`src/rtl/risc_pkg.sv`:
```
// Shared definitions for the memory arbiter slice.
//   RISC_ADDR_W : default word-address width of the shared RAM2Kx32
//   RISC_DATA_W : default data width
//   port_sel_e  : which requester owns an access (none, fetch, data)
package risc_pkg;

    localparam int RISC_ADDR_W = 11;
    localparam int RISC_DATA_W = 32;

    typedef enum logic [1:0] {
        PORT_NONE = 2'd0,
        PORT_IF   = 2'd1,
        PORT_DM   = 2'd2
    } port_sel_e;

endpackage

```
`src/rtl/mem_arbiter.sv`:
```
// Two-port arbiter in front of a single-port synchronous RAM.
// The data port normally wins; the fetch port is forced through after
// STARVE_MAX consecutive denials. One access per cycle, read data returns
// one cycle after the grant.
// Ports:
//   clk, rst                      clock, async active-high reset
//   if_req/if_addr                fetch read request
//   if_gnt/if_rvalid/if_rdata     fetch accept and read return
//   dm_req/dm_we/dm_addr/dm_wdata data request (we=1 store, 0 load)
//   dm_gnt/dm_rvalid/dm_rdata     data accept and load return
//   mem_cen/mem_wen/mem_oen       active-low RAM controls
//   mem_a/mem_d/mem_q             RAM address, write data, read data
module mem_arbiter
    import risc_pkg::*;
#(
    parameter int ADDR_W     = RISC_ADDR_W,
    parameter int DATA_W     = RISC_DATA_W,
    parameter int STARVE_MAX = 3
) (
    input  logic              clk,
    input  logic              rst,
    input  logic              if_req,
    input  logic [ADDR_W-1:0] if_addr,
    output logic              if_gnt,
    output logic              if_rvalid,
    output logic [DATA_W-1:0] if_rdata,
    input  logic              dm_req,
    input  logic              dm_we,
    input  logic [ADDR_W-1:0] dm_addr,
    input  logic [DATA_W-1:0] dm_wdata,
    output logic              dm_gnt,
    output logic              dm_rvalid,
    output logic [DATA_W-1:0] dm_rdata,
    output logic              mem_cen,
    output logic              mem_wen,
    output logic              mem_oen,
    output logic [ADDR_W-1:0] mem_a,
    output logic [DATA_W-1:0] mem_d,
    input  logic [DATA_W-1:0] mem_q
);

    localparam int CNT_W = (STARVE_MAX > 0) ? $clog2(STARVE_MAX + 1) : 1;
    localparam logic [CNT_W-1:0] STARVE_LIM = CNT_W'(STARVE_MAX);

    port_sel_e         r_owner;
    logic [CNT_W-1:0]  r_starve_cnt;
    logic [DATA_W-1:0] r_if_hold;
    logic [DATA_W-1:0] r_dm_hold;

    logic      w_if_win;
    port_sel_e w_rd_sel;

    // Grants are gated by rst so nothing reaches the RAM while in reset.
    always_comb begin
        w_if_win = if_req && (!dm_req || (r_starve_cnt == STARVE_LIM));
        if_gnt   = !rst && w_if_win;
        dm_gnt   = !rst && dm_req && !w_if_win;

        mem_oen = 1'b0;
        mem_cen = !(if_gnt || dm_gnt);
        mem_wen = dm_gnt ? !dm_we : 1'b1;
        mem_a   = dm_gnt ? dm_addr : if_addr;
        mem_d   = dm_wdata;

        // Stores produce no read return, so they leave no owner behind.
        w_rd_sel = PORT_NONE;
        if (if_gnt) begin
            w_rd_sel = PORT_IF;
        end else if (dm_gnt && !dm_we) begin
            w_rd_sel = PORT_DM;
        end
    end

    always_ff @(posedge clk or posedge rst) begin
        if (rst) begin
            r_owner      <= PORT_NONE;
            r_starve_cnt <= '0;
            r_if_hold    <= '0;
            r_dm_hold    <= '0;
        end else begin
            r_owner <= w_rd_sel;

            if (if_req && !if_gnt) begin
                if (r_starve_cnt != STARVE_LIM) begin
                    r_starve_cnt <= r_starve_cnt + CNT_W'(1);
                end
            end else begin
                r_starve_cnt <= '0;
            end

            // Capture the returned word at the end of its valid cycle so
            // rdata keeps showing it once rvalid drops.
            if (r_owner == PORT_IF) begin
                r_if_hold <= mem_q;
            end
            if (r_owner == PORT_DM) begin
                r_dm_hold <= mem_q;
            end
        end
    end

    // mem_q is only valid after the edge that sampled the read, so the
    // valid cycle passes it straight through.
    always_comb begin
        if_rvalid = (r_owner == PORT_IF);
        dm_rvalid = (r_owner == PORT_DM);
        if_rdata  = if_rvalid ? mem_q : r_if_hold;
        dm_rdata  = dm_rvalid ? mem_q : r_dm_hold;
    end

endmodule

```
`config.mk`:
```
export PLATFORM = sky130hd
export DESIGN_NAME = mem_arbiter
export DESIGN_NICKNAME = d
export VERILOG_FILES = /design/src/rtl/risc_pkg.sv /design/src/rtl/mem_arbiter.sv
export SDC_FILE = /design/constraint.sdc
export NUM_CORES = 1
export LEC_CHECK = 0
export BUFFER_PORTS_ARGS = -buffer_cell sky130_fd_sc_hd__buf_2
export CORE_MARGIN = 4
export CORE_UTILIZATION = 35
export CTS_CLUSTER_SIZE = 10
export DETAILED_ROUTE_END_ITERATION = 8
export PLACE_DENSITY = 0.75
export SLEW_MARGIN = 20
export SYNTH_ARGS = -nofsm -noshare
export SYNTH_HDL_FRONTEND = slang
export SYNTH_SLANG_ARGS = --single-unit
```
`constraint.sdc`:
```
create_clock -name clk -period 2.6 [get_ports clk]
set_input_delay 0.13 -clock clk [delete_from_list [all_inputs] [get_ports clk]]
set_output_delay 0.13 -clock clk [all_outputs]
set_load 0.02 [all_outputs]
```
# Word-level counts from Yosys, hierarchy flattened
# Index checks and enable logic that the tools add are counted.
# classes
add_sub_neg,1
multipliers,0
n_div,0
magnitude_cmp,0
eq_ne,5
shift,0
n_mux,8
bitwise,0
n_reduce_logical,14
# ops
operator,n
32-bit 2-to-1 mux,2
11-bit 2-to-1 mux,1
2-bit 2-to-1 mux,4
1-bit logical AND,6
1-bit zero test,6
2-bit == test (second input constant),2
2-bit by 1-bit adder with 2-bit output (second input constant),1
2-bit by 1-bit == test with 1-bit output (second input constant),1
1-bit logical OR,2
2-bit by 1-bit inequality test with 1-bit output (second input constant),1
2-bit inequality test (second input constant),1
1-bit 2-to-1 mux,1
# word_totals
regBits,68
latch_bits,0
ramBits,0
mem_bits_ro,0
in_bits,91
out_inout_bits,114
n_memories,0

# Depth between registers and ports, before layout
# Gate-level depths: netlist of the first run.
# depth
depth_word,8
depth_mapped,6
ltp_nobuf,4

# Least setup slack after synthesis of the first run
# OpenSTA, ideal clock, no wires.
# synth_timing
path_kind,input port to output port
startpoint,input rst
endpoint,output mem_a[3]
arrival_time_ns,2.526
t_required_ns,2.470
setup_slack_ns,-0.056
cell_stages,5
n_path_buf,2
path_cell_list,inv_1 > and3_1 > buf_6 > buf_12 > mux2_4
# synth_between
elab_chain_cells,4
# synth_rtl
item,line_no,source
"start, declared",mem_arbiter.sv:21,"input logic rst,"
1-bit zero test (no source line),--,
1-bit logical AND (2 in series),mem_arbiter.sv:57,dm_gnt = !rst && dm_req && !w_if_win;
net dm_gnt,mem_arbiter.sv:31,"output logic dm_gnt,"
11-bit 2-to-1 mux,mem_arbiter.sv:62,mem_a = dm_gnt ? dm_addr : if_addr;
"end, declared",mem_arbiter.sv:37,"output logic [ADDR_W-1:0] mem_a,"
# The timed path passes the listed nets, and every way through them passes these cells.

# Final worst setup path of the first run
# layout_timing
startpoint,register r_starve_cnt[0]
endpoint,output mem_a[10]
# layout_between
elab_chain_cells,6
# layout_rtl
item,line_no,source
"start, declared",mem_arbiter.sv:46,logic [CNT_W-1:0] r_starve_cnt;
"start signal, assigned",mem_arbiter.sv:85,r_starve_cnt <= r_starve_cnt + CNT_W'(1);
2-bit == test,mem_arbiter.sv:55,w_if_win = if_req && (!dm_req || (r_starve_cnt == STARVE_LIM));
1-bit logical OR,mem_arbiter.sv:55,
1-bit logical AND,mem_arbiter.sv:55,
1-bit zero test,mem_arbiter.sv:57,
1-bit logical AND,mem_arbiter.sv:57,
11-bit 2-to-1 mux,mem_arbiter.sv:62,
# No other way between the ends.

==> results of run 1 <==
-- cell usage in the layout, fill, tap and decap left out, drive strengths merged, types with 2 or more instances in the layout --
cell type | Yosys | routed
inv | 2 | 2
and2b | 2 | 2
nand2 | 3 | 3
nor2b | 2 | 2
mux2 | 75 | 75
dfrtp | 68 | 68
clkinvlp | 0 | 2
buf | 43 | 141
clkinv | 0 | 4
o21ai | 3 | 3
clkbuf | 0 | 9
-- layout make-up --
cell class | instances | area (sq um)
fillers | 785 | 4530
multi-input cells | 94 | 1000
repair buffers | 142 | 733
flip-flops and latches | 68 | 1700
clock inverters | 7 | 66.3
well taps | 105 | 131
inverters | 2 | 11.3
clock buffers | 9 | 124
-- path summary, 6_finish.rpt --
| path | start | end | cells past startpoint | slack (ps) |
|---|---|---|---|---|
| worst max-delay path | r_starve_cnt[0] | mem_a[10] | 5 | 270 |
| worst min-delay path | rst | r_owner[0] | 2 | 30 |
| worst max register to register | r_owner[0] | r_dm_hold[11] | 3 | 970 |
| worst min register to register | r_if_hold[20] | r_if_hold[20] | 1 | 490 |
| max in group asynchronous | rst | r_dm_hold[10] | 3 | 1930 |
| min in group asynchronous | rst | r_starve_cnt[1] | 3 | 90 |
-- sequential cells by signal, summed over array words and instances (netlist names) --
signal / flops
r_dm_hold: 32
r_if_hold: 32
r_owner: 2
r_starve_cnt: 2
-- per-layer routing --
metal	up-vias	part of all wire
met3	12	0.095
met1	957	0.37
met4	0	0.021
li1	885	-
met2	119	0.51
met5	-	0
-- synthesized netlist by cell type --
cell type | n | share of area
nand2_1 | 3 | 0.0037
dfrtp_1 | 68 | 0.56
nand2b_1 | 1 | 0.0021
mux2_2 | 68 | 0.25
buf_6 | 1 | 0.0037
nand3_1 | 1 | 0.0017
ha_1 | 1 | 0.0041
a21oi_1 | 1 | 0.0017
nand3b_1 | 1 | 0.0025
buf_12 | 1 | 0.0066
buf_4 | 33 | 0.082
mux2_4 | 7 | 0.035
nor2b_1 | 2 | 0.0041
o21ai_0 | 3 | 0.0050
conb_1 | 1 | 0.0012
xor2_1 | 1 | 0.0029
inv_1 | 2 | 0.0025
and2b_2 | 2 | 0.0058
and3_1 | 1 | 0.0021
buf_2 | 8 | 0.013
nor3b_1 | 1 | 0.0025
-- through the flow --
| stage | setup WS, ps | total power [mW] | hold slack (ps) |
|---|---|---|---|
| floorplan | 379 | 2.14 | 196 |
| global placement | 643 | 2.40 | 260 |
| detailed placement | 596 | 2.43 | 260 |
| CTS | 209 | 3.29 | 3.81 |
| global route | 129 | 3.41 | 16.9 |
| finish | 265 | 3.22 | 33.5 |
-- critical path, cell delays in order, from the launching register on --
cell and delay [ps]:
dfrtp_1 400, ha_1 260, nand2_1 80, and3_1 570, mux2_2 400, buf_2 160
-- power by group through the flow --
stage / sequential (mW) / clock [mW] / combinational [mW]
2_1_floorplan: 1.35 / 0 / 0.794
3_3_place_gp: 1.36 / 0 / 1.04
3_5_place_dp: 1.37 / 0 / 1.06
4_1_cts: 1.35 / 0.871 / 1.07
5_1_grt: 1.37 / 0.912 / 1.13
6_report: 1.35 / 0.828 / 1.04
-- kinds of logic (layout without fill, tap and decap cells) --
kind of cell             count (synthesis)  after routing  synth area share
AO/OA/AOI/OAI                            4              4           0.00663
flip-flops                              68             68             0.564
adder cells (fa/ha/maj)                  1              1           0.00415
other                                    1              1           0.00124
buffers and inverters                   45            160             0.108
multiplexers                            75             75             0.289
AND/OR/NAND/NOR                         12             12            0.0245
XOR/XNOR                                 1              1           0.00290
==> metrics.yaml, run 1 <==
busiest_layer: "met2"
drc: 0
slew_headroom: 0.427
cts.sinks: 68
start_util: 0.364
fin_crit_ps: 2330
grt_pass1_wl_microns: 10600
syn-instance-count: 207
vias_per_cell: 4.62
utilization: 0.454
dp_cells: 410
outcome: "finished, final reports clean"
worstPathRequired_ps: 2470
tightest_slew_ps: 860
drv_slew: 0
placed_area_sq_mm: 0.00357
numCtsBuffers: 9
timing.final.crit_share: 0.898
ctsResizeCount: 0
synth-seq-cells: 68
timing.fmax_mhz: 428
clkPwrFrac: 0.257
crit_path_end_kind: "output pin"
finalWirelength_microns: 6830
arrival_ps: 2200
comb_power_share: 0.324
startpoint_type: "flop"
clkLatencyLatePin_ps: 330
setup_viol: 0
firstDrtPassIters: 5
path_max_fanout: 14
boundaryPins: 205
core_area_sq_mm: 0.00830
switching_share: 0.330
io_buffers: 139
worstHoldPathType: "primary input to flop"
design_area_sq_mm: 0.00377
grt_pass1_vias: 2055
diodes: 0
p_leak_nw: 1.86
synth_nets: 299
area_growth_pct: 24.8
root_buffer: "clkbuf_8"
synth_area_sq_mm: 0.00302
path_clk_slew_ps: 70
die_x_microns: 101
overflow: 0
die_h_microns: 101
track_usage: 0.134
syn_area_per_cell_sq_um: 14.6
die_area_sq_mm: 0.0102
placement_rows: 33
p_sw_mw: 1.06
grt_max_degree: 70
finalHoldViolations: 0
cts_max_level: 3
place.gp.congestion: 0.721
fin_tns_setup_ps: 0
finish.cell_count_without_fillers: 427
rsz0062_at_grt: "no"
cts_tree: "built"
ant_nets: 0
post-cts-setup-buffer-count: 0
antenna_found_initial: 0
p_int_mw: 2.16
cts_hold_buf: 1
vias: 1973
drv_cap: 0
met2_usage: 0.229
grt_util_met3: 0.0422
critPathKind: "flop to output pin"
irDropWorstVdd_mv: 0.416
fin_nets: 409
skew_ps: 8.05
sequentialPowerShare: 0.419
dp_hpwl_microns: 5320
synth-warning-count: 0
cts_buffer_depth: 2
ys_seq_area_frac: 0.564
use_met1: 0.154
drive_above_1_share: 0.736
wl_per_cell_microns: 16.0
powerDensity_mw_per_mm2: 854
drt-initial-drc-count: 28
ys_types: 21
(Power assumes the default switching activity.)
==> inputs of run 2 (changes only) <==
CORE_UTILIZATION = 38   (was 35)
PLACE_DENSITY = 0.8   (was 0.75)
==> metrics.yaml, run 2 (synthesis results as in run 1) <==
numCtsBuffers: 9
grt_pass1_vias: 2254
track_usage: 0.148
grt_max_degree: 70
mostFrequentLayoutCells: "buf_2, mux2_2, dfrtp_1, clkbuf_8, mux2_4"
comb_power_share: 0.312
clkLatencyLatePin_ps: 340
firstDrtPassIters: 5
irDropWorstVdd_mv: 0.374
powerDensity_mw_per_mm2: 881
die_area_sq_mm: 0.00943
path_clk_slew_ps: 70
crit_slowest_cell: "and3_1"
layout_commonest_cell: "buf_2"
drv_slew: 0
slew_headroom: 0.440
area_growth_pct: 26.0
finalWirelength_microns: 6930
crit_buf_inv: 1
vias_per_cell: 4.65
dp_hpwl_microns: 5340
timing.fmax_mhz: 423
p_int_mw: 2.26
path_max_fanout: 14
skew_ps: 11.0
finalPower_mw: 3.35
diodes: 0
arrival_ps: 2240
reg_top3: "r_dm_hold x32, r_if_hold x32"
drv_cap: 0
die_h_microns: 97.1
dpl_worst_slack_ps: 570
p_sw_mw: 1.09
crit_family: "simple AND/OR/NAND/NOR gates"
die_x_microns: 97.1
grt_pass1_wl_microns: 11200
placement_rows: 32
startpoint_type: "flop"
reg2reg_setup_slack_ps: 910
fin_crit_ps: 2370
core_area_sq_mm: 0.00773
sequentialPowerShare: 0.404
crit_path_cell_trace: "ha_1 > nand2_1 > and3_1 > mux2_2 > buf_2"
cts.sinks: 68
critPathKind: "flop to output pin"
max_stage_delay_ps: 600
tightest_slew_ps: 839
boundaryPins: 205
cts_tree: "built"
rsz0062_at_grt: "no"
setup_viol: 0
cts_buffer_depth: 2
worstHoldPathType: "primary input to flop"
start_util: 0.391
io_buffers: 139
vias: 1976
cts_max_level: 3
outcome: "finished, final reports clean"
fin_ws_ps: 233
timing.final.crit_share: 0.910
utilization: 0.492
clkPwrFrac: 0.285
p_leak_nw: 1.88
drt-initial-drc-count: 10
worstPathRequired_ps: 2470
finalHoldViolations: 0
drc: 0
antenna_found_initial: 0
fin_tns_setup_ps: 0
overflow: 0
root_buffer: "clkbuf_8"
fin_nets: 410
crit_path_end_kind: "output pin"
dp_cells: 408
finish.cell_count_without_fillers: 425
switching_share: 0.324
ant_nets: 0
place.gp.congestion: 0.760
drive_above_1_share: 0.737
wl_per_cell_microns: 16.3
==> run 2: changes by cell type in the layout (fill, tap and decap cells not counted) <==
cell	change
clkinv_4	+1
bufinv_16	+1
buf_4	+1
clkinv_2	-3
inv_6	+1
==> run 2: cell type report <==
type	instances	area [sq um]
fill	709	3920
sequential	68	1700
multi-input combinational	94	1000
timing repair buffer	143	741
tap	102	128
clock buffer	9	124
clock inverter	7	98.8
inverter	2	11.3
==> run 2: routing by layer <==
layer / vias up / track usage / share of wire
met5: - / 0 / 0
met4: 0 / 0.0583 / 0.016
met3: 10 / 0.0639 / 0.088
met2: 107 / 0.269 / 0.55
met1: 966 / 0.147 / 0.35
li1: 893 / - / -
==> run 2: stage by stage <==
stage | instance area (sq um) | hold slack [ps]
after floorplan | 3020 | 196
after CTS | 3800 | 13.3
after global placement | 3570 | 260
after detailed placement | 3570 | 260
after global routing | 3800 | 25.6
final | 3800 | 47.6
==> run 2: power by group through the flow <==
stage	clock [mW]	sequential [mW]	combinational (mW)
after floorplan	0	1.35	0.794
after global placement	0	1.36	1.04
after detailed placement	0	1.37	1.06
after CTS	0.997	1.35	1.07
after global routing	1.05	1.37	1.13
final	0.954	1.35	1.04
==> run 2: path summary, 6_finish.rpt <==
| path | end | depth (start not counted) | from |
|---|---|---|---|
| max | mem_a[0] | 5 | r_starve_cnt[0] |
| min | r_owner[0] | 2 | rst |
| max reg2reg | r_owner[1] | 4 | r_starve_cnt[0] |
| min reg2reg | r_if_hold[12] | 1 | r_if_hold[12] |
| max in group asynchronous | r_if_hold[0] | 3 | rst |
| min in group asynchronous | r_starve_cnt[1] | 3 | rst |
==> run 2: what timing repair did <==
item,4_1_cts,5_1_grt
hold endpoints to repair,1,0
hold buffers,1,0
resized for setup,0,0
setup buffers,0,0
==> inputs of run 3 (changes only) <==
CORE_MARGIN = 3   (was 4)
==> metrics.yaml, run 3 (synthesis results as in run 1) <==
antenna_found_initial: 0
io_buffers: 139
numCtsBuffers: 9
r2r_start: "r_starve_cnt[0]"
post-cts-setup-buffer-count: 0
powerDensity_mw_per_mm2: 857
placement_rows: 31
die_area_sq_mm: 0.00905
tightest_slew_ps: 867
reg_top3: "r_dm_hold x32, r_if_hold x32"
clkLatencyLatePin_ps: 330
dp_hpwl_microns: 5220
reg2reg_setup_slack_ps: 890
busiest_layer: "met2"
fin_crit_ps: 2340
grt_max_degree: 70
met2_usage: 0.271
layout_commonest_cell: "buf_2"
start_util: 0.403
finalPower_mw: 3.23
drive_above_1_share: 0.734
path_max_fanout: 12
path_depth: 5
fin_ws_ps: 264
finalHoldViolations: 0
vias_per_cell: 4.64
grt_util_met3: 0.0639
ant_nets: 0
cts_max_level: 3
skew_ps: 9.01
fin_nets: 410
firstDrtPassIters: 4
root_buffer: "clkbuf_8"
crit_start: "r_starve_cnt[0]"
critPathKind: "flop to output pin"
vias: 1957
drv_slew: 0
drc: 0
irDropWorstVdd_mv: 0.371
setup_viol: 0
cts_buffer_depth: 2
use_met1: 0.155
grt_pass1_wl_microns: 10300
drv_cap: 0
min_from: "rst"
cts.sinks: 68
crit_path_end: "mem_a[0]"
path_clk_slew_ps: 70
utilization: 0.504
slew_headroom: 0.422
reg2reg_depth: 5
outcome: "finished, final reports clean"
drt-initial-drc-count: 10
overflow: 0
mostFrequentLayoutCells: "buf_2, mux2_2, dfrtp_1, clkbuf_8, mux2_4"
startpoint_type: "flop"
place.gp.congestion: 0.725
crit_path_cell_trace: "ha_1 > nand2_1 > and3_1 > mux2_2 > buf_2"
crit_buf_inv: 1
p_leak_nw: 1.86
die_h_microns: 95.1
crit-reg2reg-capture: "r_owner[1]"
grt_pass1_vias: 2114
timing.final.crit_share: 0.899
finalWirelength_microns: 6770
diodes: 0
core_area_sq_mm: 0.00749
die_x_microns: 95.1
arrival_ps: 2210
crit_path_end_kind: "output pin"
rsz0062_at_grt: "no"
crit_family: "simple AND/OR/NAND/NOR gates"
area_growth_pct: 24.9
timing.fmax_mhz: 428
track_usage: 0.149
worstHoldPathType: "primary input to flop"
max_stage_delay_ps: 560
boundaryPins: 205
fin_tns_setup_ps: 0
wl_per_cell_microns: 16.0
crit_slowest_cell: "and3_1"
dpl_worst_slack_ps: 579
worstPathRequired_ps: 2470
cts_tree: "built"
run 3: cell count changes in the layout (fill, tap and decap cells not counted):
cell,previous run,this run
inv_6,2,0
clkbuf_1,0,1
clkinv_4,1,2
bufinv_16,2,1
clkinv_2,1,2
run 3: worst min path at each step:
stage | depth (start not counted) | endpoint
global route | 2 | r_owner[0]
finish | 2 | r_owner[0]
floorplan | 1 | r_owner[1]
detailed placement | 0 | mem_d[3]
global placement | 0 | mem_d[3]
CTS | 2 | r_owner[0]
run 3: layout make-up:
| type | instances | area [sq um] |
|---|---|---|
| clock buffer | 10 | 128 |
| sequential | 68 | 1700 |
| timing repair buffer | 143 | 741 |
| fill | 653 | 3720 |
| multi-input combinational | 94 | 1000 |
| inverter | 2 | 11.3 |
| tap | 99 | 124 |
| clock inverter | 6 | 65.1 |
run 3: metal layers:
layer,up-vias,share of wire
li1,897,-
met1,938,0.36
met4,0,0.0068
met2,115,0.52
met5,-,0
met3,7,0.11
run 3: power breakdown:
part           internal [mW]  switching, mW
logic                  0.426          0.619
clock network          0.443          0.387
registers               1.29         0.0621
run 3: what timing repair did:
action                                  4_1_cts  5_1_grt
hold buffers                                  1        0
endpoints found under the setup margin        0        0
endpoints found under the hold margin         1        0
gates resized for setup                       0        0
run 3: through the flow:
step                      hold WS, ps  instances  cell area, sq um
after floorplan                   196        207              3020
after global placement            260        405              3570
after detailed placement          260        405              3570
after CTS                        9.28        422              3770
after global routing             20.3        422              3770
final                            34.4        422              3770
